$ cat src/rtl/circle_cmd_queue_if.sv
// rtl/circle_cmd_queue_if.sv - command intake and circle engine handshake bundle
//
// Purpose: groups the command valid/ready bus and the circle engine
// start/done bus of circle_cmd_queue into one interface.
//   master : the side that issues commands and hosts the circle engine
//   slave  : the command queue itself
// Signals:
//   cmd_valid, cmd_ready                        command handshake
//   cmd_colour, cmd_centre_x, cmd_centre_y,
//   cmd_radius                                  command payload
//   circ_start, circ_done                       engine level handshake
//   circ_colour, circ_centre_x, circ_centre_y,
//   circ_radius                                 held payload for the engine
interface circle_cmd_queue_if;
  logic       cmd_valid;
  logic       cmd_ready;
  logic [2:0] cmd_colour;
  logic [7:0] cmd_centre_x;
  logic [6:0] cmd_centre_y;
  logic [7:0] cmd_radius;

  logic       circ_start;
  logic [2:0] circ_colour;
  logic [7:0] circ_centre_x;
  logic [6:0] circ_centre_y;
  logic [7:0] circ_radius;
  logic       circ_done;

  modport master (
    output cmd_valid, cmd_colour, cmd_centre_x, cmd_centre_y, cmd_radius,
    input  cmd_ready,
    input  circ_start, circ_colour, circ_centre_x, circ_centre_y, circ_radius,
    output circ_done
  );

  modport slave (
    input  cmd_valid, cmd_colour, cmd_centre_x, cmd_centre_y, cmd_radius,
    output cmd_ready,
    output circ_start, circ_colour, circ_centre_x, circ_centre_y, circ_radius,
    input  circ_done
  );
endinterface

$ cat src/rtl/circle_cmd_queue.sv
// rtl/circle_cmd_queue.sv - buffered command queue and dispatcher for the circle rasteriser
//
// Purpose: accepts circle draw commands into a DEPTH-entry FIFO and hands
// them one at a time to the circle engine over a level start/done
// handshake, waiting for done to drop before issuing the next command.
// Ports:
//   clk        system clock, rising edge
//   rst_n      synchronous active-low reset
//   bus        circle_cmd_queue_if.slave (command intake + engine handshake)
//   level      FIFO occupancy, 0..DEPTH
//   busy       dispatcher not idle or FIFO non-empty
//   completed  finished command count, wraps modulo 2^CNT_W
// Parameters:
//   DEPTH      FIFO entries, power of two, >= 2
//   CNT_W      width of the completed counter
// Optional feature macro: SKIP_ZERO_RADIUS_EN
//   When defined, radius-0 commands are retired straight from the FIFO
//   head without being dispatched to the engine.
module circle_cmd_queue #(
  parameter int DEPTH = 8,
  parameter int CNT_W = 16
) (
  input  logic                   clk,
  input  logic                   rst_n,
  circle_cmd_queue_if.slave      bus,
  output logic [$clog2(DEPTH):0] level,
  output logic                   busy,
  output logic [CNT_W-1:0]       completed
);

  localparam int AW = $clog2(DEPTH);
  localparam int EW = 26;
  localparam logic [AW:0] FULL_LVL = (AW+1)'(DEPTH);

  typedef enum logic [1:0] {IDLE, RUN, RELEASE} state_t;

  state_t         state;
  logic [EW-1:0]  mem [DEPTH];
  logic [AW-1:0]  wr_ptr;
  logic [AW-1:0]  rd_ptr;
  logic [AW:0]    count;
  logic [EW-1:0]  hold;
  logic           start_q;

  logic           full;
  logic           empty;
  logic           push;
  logic           pop;
  logic [EW-1:0]  head;
  logic [EW-1:0]  entry;

  assign full  = (count == FULL_LVL);
  assign empty = (count == '0);
  assign entry = {bus.cmd_colour, bus.cmd_centre_x, bus.cmd_centre_y, bus.cmd_radius};
  assign head  = mem[rd_ptr];

  // Ready depends on occupancy only, never on cmd_valid or the pop decision.
  assign push = bus.cmd_valid && !full;
  // Every IDLE visit with a non-empty FIFO consumes the head, whether it is
  // dispatched or (with the skip feature) retired in place.
  assign pop  = (state == IDLE) && !empty;

  assign bus.cmd_ready     = !full;
  assign bus.circ_start    = start_q;
  assign bus.circ_colour   = hold[25:23];
  assign bus.circ_centre_x = hold[22:15];
  assign bus.circ_centre_y = hold[14:8];
  assign bus.circ_radius   = hold[7:0];

  assign level = count;
  assign busy  = (state != IDLE) || !empty;

  // Storage carries no reset; validity is tracked by count alone.
  always_ff @(posedge clk) begin
    if (push) begin
      mem[wr_ptr] <= entry;
    end
  end

  always_ff @(posedge clk) begin
    if (!rst_n) begin
      wr_ptr    <= '0;
      rd_ptr    <= '0;
      count     <= '0;
      state     <= IDLE;
      start_q   <= 1'b0;
      hold      <= '0;
      completed <= '0;
    end else begin
      // Pointers are AW bits wide, so DEPTH being a power of two makes the
      // natural overflow the modulo-DEPTH wrap.
      if (push) wr_ptr <= wr_ptr + AW'(1);
      if (pop)  rd_ptr <= rd_ptr + AW'(1);

      case ({push, pop})
        2'b10:   count <= count + (AW+1)'(1);
        2'b01:   count <= count - (AW+1)'(1);
        default: count <= count;
      endcase

      case (state)
        IDLE: begin
          start_q <= 1'b0;
          if (!empty) begin
`ifdef SKIP_ZERO_RADIUS_EN
            if (head[7:0] == 8'd0) begin
              completed <= completed + CNT_W'(1);
            end else begin
              hold    <= head;
              state   <= RUN;
              start_q <= 1'b1;
            end
`else
            hold    <= head;
            state   <= RUN;
            start_q <= 1'b1;
`endif
          end
        end
        RUN: begin
          if (bus.circ_done) begin
            state   <= RELEASE;
            start_q <= 1'b0;
          end
        end
        RELEASE: begin
          start_q <= 1'b0;
          // The engine must drop done before the next command may start.
          if (!bus.circ_done) begin
            state     <= IDLE;
            completed <= completed + CNT_W'(1);
          end
        end
        default: begin
          state   <= IDLE;
          start_q <= 1'b0;
        end
      endcase
    end
  end

endmodule

$ cat src/flat_wrapper.sv
// flat-port wrapper written by rule: the top's interface ports become plain ports
module circle_cmd_queue_flat 
#(
  parameter int DEPTH = 8,
  parameter int CNT_W = 16
)
  (clk, rst_n, level, busy, completed, bus_cmd_valid, bus_cmd_colour, bus_cmd_centre_x, bus_cmd_centre_y, bus_cmd_radius, bus_cmd_ready, bus_circ_start, bus_circ_colour, bus_circ_centre_x, bus_circ_centre_y, bus_circ_radius, bus_circ_done);
  circle_cmd_queue_if bus_i ();
  input  logic clk;
  input  logic rst_n;
  output logic [$clog2(DEPTH):0] level;
  output logic busy;
  output logic [CNT_W-1:0] completed;
  input wire logic [$bits(bus_i.cmd_valid)-1:0] bus_cmd_valid;
  input wire logic [$bits(bus_i.cmd_colour)-1:0] bus_cmd_colour;
  input wire logic [$bits(bus_i.cmd_centre_x)-1:0] bus_cmd_centre_x;
  input wire logic [$bits(bus_i.cmd_centre_y)-1:0] bus_cmd_centre_y;
  input wire logic [$bits(bus_i.cmd_radius)-1:0] bus_cmd_radius;
  output wire logic [$bits(bus_i.cmd_ready)-1:0] bus_cmd_ready;
  output wire logic [$bits(bus_i.circ_start)-1:0] bus_circ_start;
  output wire logic [$bits(bus_i.circ_colour)-1:0] bus_circ_colour;
  output wire logic [$bits(bus_i.circ_centre_x)-1:0] bus_circ_centre_x;
  output wire logic [$bits(bus_i.circ_centre_y)-1:0] bus_circ_centre_y;
  output wire logic [$bits(bus_i.circ_radius)-1:0] bus_circ_radius;
  input wire logic [$bits(bus_i.circ_done)-1:0] bus_circ_done;
  assign bus_i.cmd_valid = bus_cmd_valid;
  assign bus_i.cmd_colour = bus_cmd_colour;
  assign bus_i.cmd_centre_x = bus_cmd_centre_x;
  assign bus_i.cmd_centre_y = bus_cmd_centre_y;
  assign bus_i.cmd_radius = bus_cmd_radius;
  assign bus_cmd_ready = bus_i.cmd_ready;
  assign bus_circ_start = bus_i.circ_start;
  assign bus_circ_colour = bus_i.circ_colour;
  assign bus_circ_centre_x = bus_i.circ_centre_x;
  assign bus_circ_centre_y = bus_i.circ_centre_y;
  assign bus_circ_radius = bus_i.circ_radius;
  assign bus_i.circ_done = bus_circ_done;
  circle_cmd_queue #(.DEPTH(DEPTH), .CNT_W(CNT_W)) u_core (.clk(clk), .rst_n(rst_n), .bus(bus_i), .level(level), .busy(busy), .completed(completed));
endmodule
$ cat config.mk
export PLATFORM = sky130hd
export DESIGN_NAME = circle_cmd_queue_flat
export DESIGN_NICKNAME = d
export VERILOG_FILES = /design/src/rtl/circle_cmd_queue_if.sv /design/src/rtl/circle_cmd_queue.sv /design/src/flat_wrapper.sv
export SDC_FILE = /design/constraint.sdc
export NUM_CORES = 1
export LEC_CHECK = 0
export ABC_AREA = 1
export CAP_MARGIN = 10
export CELL_PAD_IN_SITES_DETAIL_PLACEMENT = 1
export CELL_PAD_IN_SITES_GLOBAL_PLACEMENT = 2
export CORE_ASPECT_RATIO = 1.1
export CORE_MARGIN = 5
export CORE_UTILIZATION = 35
export CTS_BUF_LIST = sky130_fd_sc_hd__clkbuf_4 sky130_fd_sc_hd__clkbuf_8
export DETAILED_ROUTE_END_ITERATION = 12
export HOLD_SLACK_MARGIN = 0.1
export PLACE_DENSITY_LB_ADDON = 0.1
export SETUP_SLACK_MARGIN = 0.4
export SLEW_MARGIN = 0
export SYNTH_ARGS = -nofsm -noshare
export SYNTH_HDL_FRONTEND = slang
export SYNTH_SLANG_ARGS = --single-unit
$ cat constraint.sdc
create_clock -name clk -period 7.3 [get_ports clk]
set_clock_uncertainty 0.1 [all_clocks]
set_input_delay 1.825 -clock clk [delete_from_list [all_inputs] [get_ports clk]]
set_output_delay 1.825 -clock clk [all_outputs]
set_load 0.02 [all_outputs]
==> summary.txt, run 1 <==
Worst hold path class -> flip-flop to flip-flop
Max frequency -> 0.270 GHz
Total die area -> 33900 um2
Worst slack at placement -> 3.00 ns
Buf/Inv on CP -> 3
Iter 0 DRT Violations -> 423
Post-synth EDFFs -> 208
Seq pwr share -> 44.1%
Cell area after layout -> 12600 um2
Comb power frac -> 24.9%
Hold_ws -> 0.371 ns
DRC -> 0
Worst Setup SP -> bus_cmd_valid
Synth warn -> 0
Share of layout cells above drive strength 1 -> 10.2%
Mapped Cells -> 944
First-pass DRT Iterations -> 4
Slack of the critical path -> 3.60 ns
Syn_area_per_cell -> 11.3 um2
Slew @ Worst Pin -> 1.07 ns
Nets -> 1065
CTS Buffer Depth -> 3
Count of final setup violators -> 0
Critical path, cell by cell -> clkdlybuf4s50_1 > nand2_1 > inv_1 > nand2_1 > nor2_2 > buf_4
Crit-path max FO -> 15
Placed Instances -> 1361
Drt total wl -> 25.2 mm
Worst r2r path cells -> 6
Final Critical Period -> 3.70 ns
Delay-heaviest family, CP -> simple AND/OR/NAND/NOR gates
P_sw -> 1.39 mW
PostCTS Resize Cnt -> 0
Worst-path clk slew -> 0.05 ns
Netlist cell types -> 32
Pwr Total -> 4.29 mW
First-pass GRT wire length -> 40.2 mm
Fin. max-slew vios -> 0
Worst Hold End -> u_core.bus.circ_start
Critical-path top delay cell -> nor2_2
Area grow syn2layout -> 18.7%
Later-pin clock latency in the skew report -> 0.54 ns
Die W -> 176 um
Net Count, Synth -> 980
Area contributors post-synth -> edfxtp_1 (59%), dfxtp_1 (10%), a21oi_1 (5.7%), inv_1 (4.8%), o21ai_0 (4.8%)
Async S/R FF share, synth -> 0%
Post-DRT Antenna Nets -> 0
CTS tree -> built
CORE AREA -> 30200 um2
Synth top area share -> 58.8%
Levels on crit path -> 6
Synthesized area -> 10600 um2
Post-CTS setup buffers -> 0
Pin count of the biggest net entering global routing -> 113
DP Area -> 11700 um2
Vias per inst -> 4.85
Most used flip-flop cell after synthesis -> edfxtp_1
HPWL Detailed -> 14.5 mm
Reg-to-reg endpoint -> u_core.hold[4]
Most used cell, CP -> nand2_1
Antenna diode count -> 0
Final period utilization -> 50.7%
Leakage -> 4.59 nW
Fillcell total -> 3280
I/O pin total -> 79
Routed via count -> 6999
Cts hold-fix bufs -> 0
Slowest stage delay, CP -> 0.64 ns
Leading area contributor after synthesis -> edfxtp_1
Initial antenna violation count -> 0
Port buffer count -> 78
Peak VDD IR -> 0.164 mV
Vias in the first global route -> 7173
CP endpoint kind -> flip-flop
Seq/Total Area, Yosys -> 69.2%
Type of the worst setup path -> input port to flip-flop
Final hold violation count -> 0
Cell depth of the worst hold path -> 1
Final core utilization -> 41.8%
Final GP Congestion -> 0.713
RSZ-0062 raised after global routing -> false
CP startpoint kind -> input port
Max_cap viols -> 0
Clock buffers created by TritonCTS -> 45
Gr usage total -> 14.9%
Clock network power share -> 31.0%
Register Area -> 7350 um2
Hold path startpoint -> u_core.bus.circ_start
Power density cells -> 340 nW/um2
Arrival time at the worst endpoint -> 3.82 ns
H-tree levels -> 2
TNS Setup -> 0 ns
Run status -> completed
CTS Sinks -> 263
R2R setup slack -> 4.31 ns
Rel. slew slack -> 28.5%
Multi-input gate area -> 2480 um2
R2R Path Start -> u_core.rd_ptr[0]
Row count -> 67
WL/cell -> 17.5 um
Root Buffer -> clkbuf_8
GRT Residual Overflow -> 0
WP data required -> 7.41 ns
Fin cells -> 1443
Vert. Die Dim -> 193 um
Switching Fraction -> 32.5%
Pint -> 2.90 mW
Initial Util -> 35.2%
Flops & latches, synth -> 263
-- routing by layer --
metal / track usage, % / vias to the layer above / wire (um)
li1: - / 3447 / -
met1: 19.0 / 3406 / 11400
met2: 26.4 / 113 / 12400
met3: 2.94 / 33 / 1040
met4: 3.51 / 0 / 354
met5: 0 / - / 0
-- power groups by stage --
stage / Combinational [mW] / Sequential [mW] / Clock, mW
after global placement: 1.08 / 1.93 / 0
after global routing: 1.21 / 1.92 / 1.46
after floorplan: 0.742 / 1.92 / 0
final: 1.07 / 1.89 / 1.33
after detailed placement: 1.10 / 1.93 / 0
after CTS: 1.10 / 1.90 / 1.38
-- worst max-delay path by stage --
stage and to:
2_1_floorplan u_core.mem[0][0], 3_3_place_gp u_core.mem[4][13], 3_5_place_dp u_core.mem[4][12], 4_1_cts bus_cmd_ready
5_1_grt u_core.mem[4][5], 6_report u_core.mem[4][6]
-- Yosys cell counts (4+ instances only) --
master,number
buf_6,10
nand3_1,39
edfxtp_1,208
o211ai_1,26
o21ai_0,102
nor3_1,4
clkbuf_1,17
o21ai_1,43
ha_1,6
nand2_1,94
inv_1,137
a21oi_1,121
dfxtp_1,55
nor2_1,37
buf_2,18
nand4_1,4
-- sequential cells by signal, indices dropped and copies added, names as in the netlist --
signal,flops
u_core.wr_ptr,3
u_core.state,2
u_core.hold,26
u_core.rd_ptr,3
u_core.mem,208
u_core.level,4
u_core.bus.circ_start,1
u_core.completed,16
-- layout make-up --
cell class | instances | area share [%]
Multi-Input combinational cell | 490 | 19.7
Clock buffer | 73 | 6.88
Clock inverter | 9 | 0.367
Tap cell | 379 | 3.76
Timing Repair Buffer | 89 | 6.81
Sequential cell | 263 | 58.3
Inverter | 140 | 4.17
-- cells in the final DEF, fill, tap and decap left out, types with 6 or more instances in the layout --
cell type / count
clkbuf_8: 51
ha_1: 6
edfxtp_1: 208
inv_1: 137
nor2_1: 29
clkdlybuf4s50_1: 77
nand3_1: 39
dfxtp_1: 53
o211ai_1: 26
nand2_1: 94
clkbuf_4: 22
a21oi_1: 121
nor2_2: 8
buf_4: 11
o21ai_0: 102
o21ai_1: 43
-- cells by family (layout without fill, tap and decap cells) --
kind of cell / after synthesis / count (layout) / synth area share, %
adder cells (fa/ha/maj): 6 / 6 / 0.707
AO/OA/AOI/OAI: 296 / 296 / 14.6
flip-flops: 263 / 263 / 69.2
XOR/XNOR: 4 / 4 / 0.330
AND/OR/NAND/NOR: 184 / 184 / 7.39
buffers and inverters: 191 / 311 / 7.76
No activity file was read; power rests on OpenSTA's default activity.
==> run 2, diff against run 1 <==
Clock period 7.3 ns to 3.5 ns, I/O delays scaled along.
==> run 2 against run 1 <==
Net effect:
- routed wire length decreased by 0.73%
- critical path type is now flip-flop to output pin
- via count grew 1.2%
- largest cell class unchanged
- final area increased by 0.73%
==> summary.txt, run 2 (synthesis results as in run 1) <==
Run status -> completed
Slew @ Worst Pin -> 0.724 ns (-0.349 ns)
Vert. Die Dim -> 193 um (unchanged)
Max reg flops -> 208 (unchanged)
Worst-path clk slew -> 0.06 ns (about the same)
Register Area -> 7350 um2 (unchanged)
HPWL Detailed -> 14.4 mm (-0.59%)
CTS tree -> built
WL/cell -> 17.3 um (-1.1%)
PostCTS Resize Cnt -> 0 (unchanged)
Rel. slew slack -> 51.8% (+23 points)
Routed via count -> 7085 (+1.2%)
Nets -> 1070 (+0.47%)
Drt total wl -> 25.0 mm (-0.73%)
Row count -> 67 (unchanged)
Clock buffers created by TritonCTS -> 45 (unchanged)
Gr usage total -> 15.0% (+0.11 points)
First-pass GRT wire length -> 40.1 mm (-0.12%)
Count of final setup violators -> 0 (unchanged)
Type of the worst setup path -> flip-flop to output pin
Share of layout cells above drive strength 1 -> 10.5% (+0.22 points)
Critical-path top delay cell -> clkdlybuf4s50_1
Fillcell total -> 3262 (-0.55%)
CP startpoint kind -> flip-flop
CTS Sinks -> 263 (unchanged)
Hold_ws -> 0.380 ns (+0.00966 ns)
CORE AREA -> 30200 um2 (unchanged)
Antenna diode count -> 0 (unchanged)
Post-DRT Antenna Nets -> 0 (unchanged)
Fin. max-slew vios -> 0 (unchanged)
Max frequency -> 0.362 GHz
Root Buffer -> clkbuf_8
Worst hold path class -> flip-flop to flip-flop
Delay-heaviest family, CP -> buffers and inverters
RSZ-0062 raised after global routing -> false
Pin count of the biggest net entering global routing -> 76 (-33%)
Power density cells -> 714 nW/um2 (+110%)
Max_cap viols -> 0 (unchanged)
Peak VDD IR -> 0.379 mV (+130%)
GRT Residual Overflow -> 0 (unchanged)
Commonest non-fill, non-tap cell in the layout -> edfxtp_1
Slowest stage delay, CP -> 0.61 ns (-0.03 ns)
Buf/Inv on CP -> 1 (-2)
Post-CTS setup buffers -> 0 (unchanged)
Die W -> 176 um (unchanged)
Port buffer count -> 78 (unchanged)
Final hold violation count -> 0 (unchanged)
CP endpoint kind -> output pin
WP data required -> 2.52 ns (-4.89 ns)
Iter 0 DRT Violations -> 406 (-4.0%)
TNS Setup -> 0 ns (unchanged)
Arrival time at the worst endpoint -> 1.79 ns (-2.03 ns)
DRC -> 0 (unchanged)
I/O pin total -> 79 (unchanged)
Vias in the first global route -> 7321 (+2.1%)
First-pass DRT Iterations -> 4 (unchanged)
Vias per inst -> 4.89 (+0.81%)
Biggest regs -> u_core.mem (208), u_core.hold (26), u_core.completed (16)
Largest register by flop count -> u_core.mem
Leakage -> 4.64 nW (+1.1%)
Critical path, cell by cell -> nor2_2 > nand3_1 > clkdlybuf4s50_1
H-tree levels -> 2 (unchanged)
Final GP Congestion -> 0.726 (+1.8%)
Final period utilization -> 78.9%
Initial antenna violation count -> 0 (unchanged)
Later-pin clock latency in the skew report -> 0.57 ns (+0.03 ns)
Final Critical Period -> 2.76 ns
Multi-input gate area -> 2480 um2 (unchanged)
Pwr Total -> 9.06 mW (+110%)
Most frequent cells in the layout -> edfxtp_1 (208), inv_1 (137), a21oi_1 (121)
Crit-path max FO -> 5 (-10)
Initial Util -> 35.2% (unchanged)
Area grow syn2layout -> 19.5%
Cts hold-fix bufs -> 0 (unchanged)
CTS Buffer Depth -> 3 (unchanged)
Total die area -> 33900 um2 (unchanged)
## run 2: changes by cell type in the layout (fill, tap and decap cells not counted), sizes merged
cell | previous run | this run
clkinvlp | 2 | 0
clkinv | 8 | 10
inv | 139 | 140
buf | 12 | 17
clkbuf | 73 | 72
bufinv | 0 | 1
## run 2: where the power goes
part           switching (mW)  leakage, nW  total [mW]  internal, mW
Clock                    1.22        0.501        2.84          1.62
Combinational            1.43         1.79        2.28         0.844
Sequential              0.275         2.34        3.95          3.67
## run 2: worst reg2reg max path: stages, from the launching register on
cell	delay, ns
dfxtp_1	0.41
inv_1	0.11
nand3_2	0.09
nand2_2	0.09
inv_2	0.39
ha_1	0.30
nand2_1	0.07
inv_1	0.07
nor2_1	0.05
ha_1	0.18
a21oi_1	0.15
xnor2_1	0.09
o21ai_0	0.14
inv_1	0.05
## run 2: area by class of cell
cell class                      instances  area share [%]
Tap cell                              379            3.73
Clock inverter                         11           0.601
Clock buffer                           72            6.72
Timing Repair Buffer                   94            7.35
Sequential cell                       263            57.9
Multi-Input combinational cell        490            19.5
Inverter                              140            4.14
## run 2: metrics by stage
step,instances,util [%],setup WS [ns],instance area [um2]
floorplan,944,-,0.655,10600
global placement,1366,39.0,0.671,11800
detailed placement,1366,39.0,0.625,11800
CTS,1449,42.1,0.658,12700
global route,1449,42.1,0.597,12700
finish,1449,42.1,0.740,12700
## run 2: final timing paths
kind | startpoint | endpoint | slack (ns) | cells past startpoint
setup / recovery | u_core.level[0] | bus_cmd_ready | 0.74 | 3
hold / removal | u_core.bus.circ_start | u_core.bus.circ_start | 0.38 | 1
setup reg to reg | u_core.level[3] | u_core.level[2] | 1.12 | 13
hold reg to reg | u_core.bus.circ_start | u_core.bus.circ_start | 0.38 | 1
## run 2: metal layers
metal	track usage (%)	wire length (um)	up-vias
met2	25.5	11900	118
met3	3.17	1050	50
met1	19.1	11400	3454
met5	0	0	-
met4	5.19	668	0
li1	-	-	3463
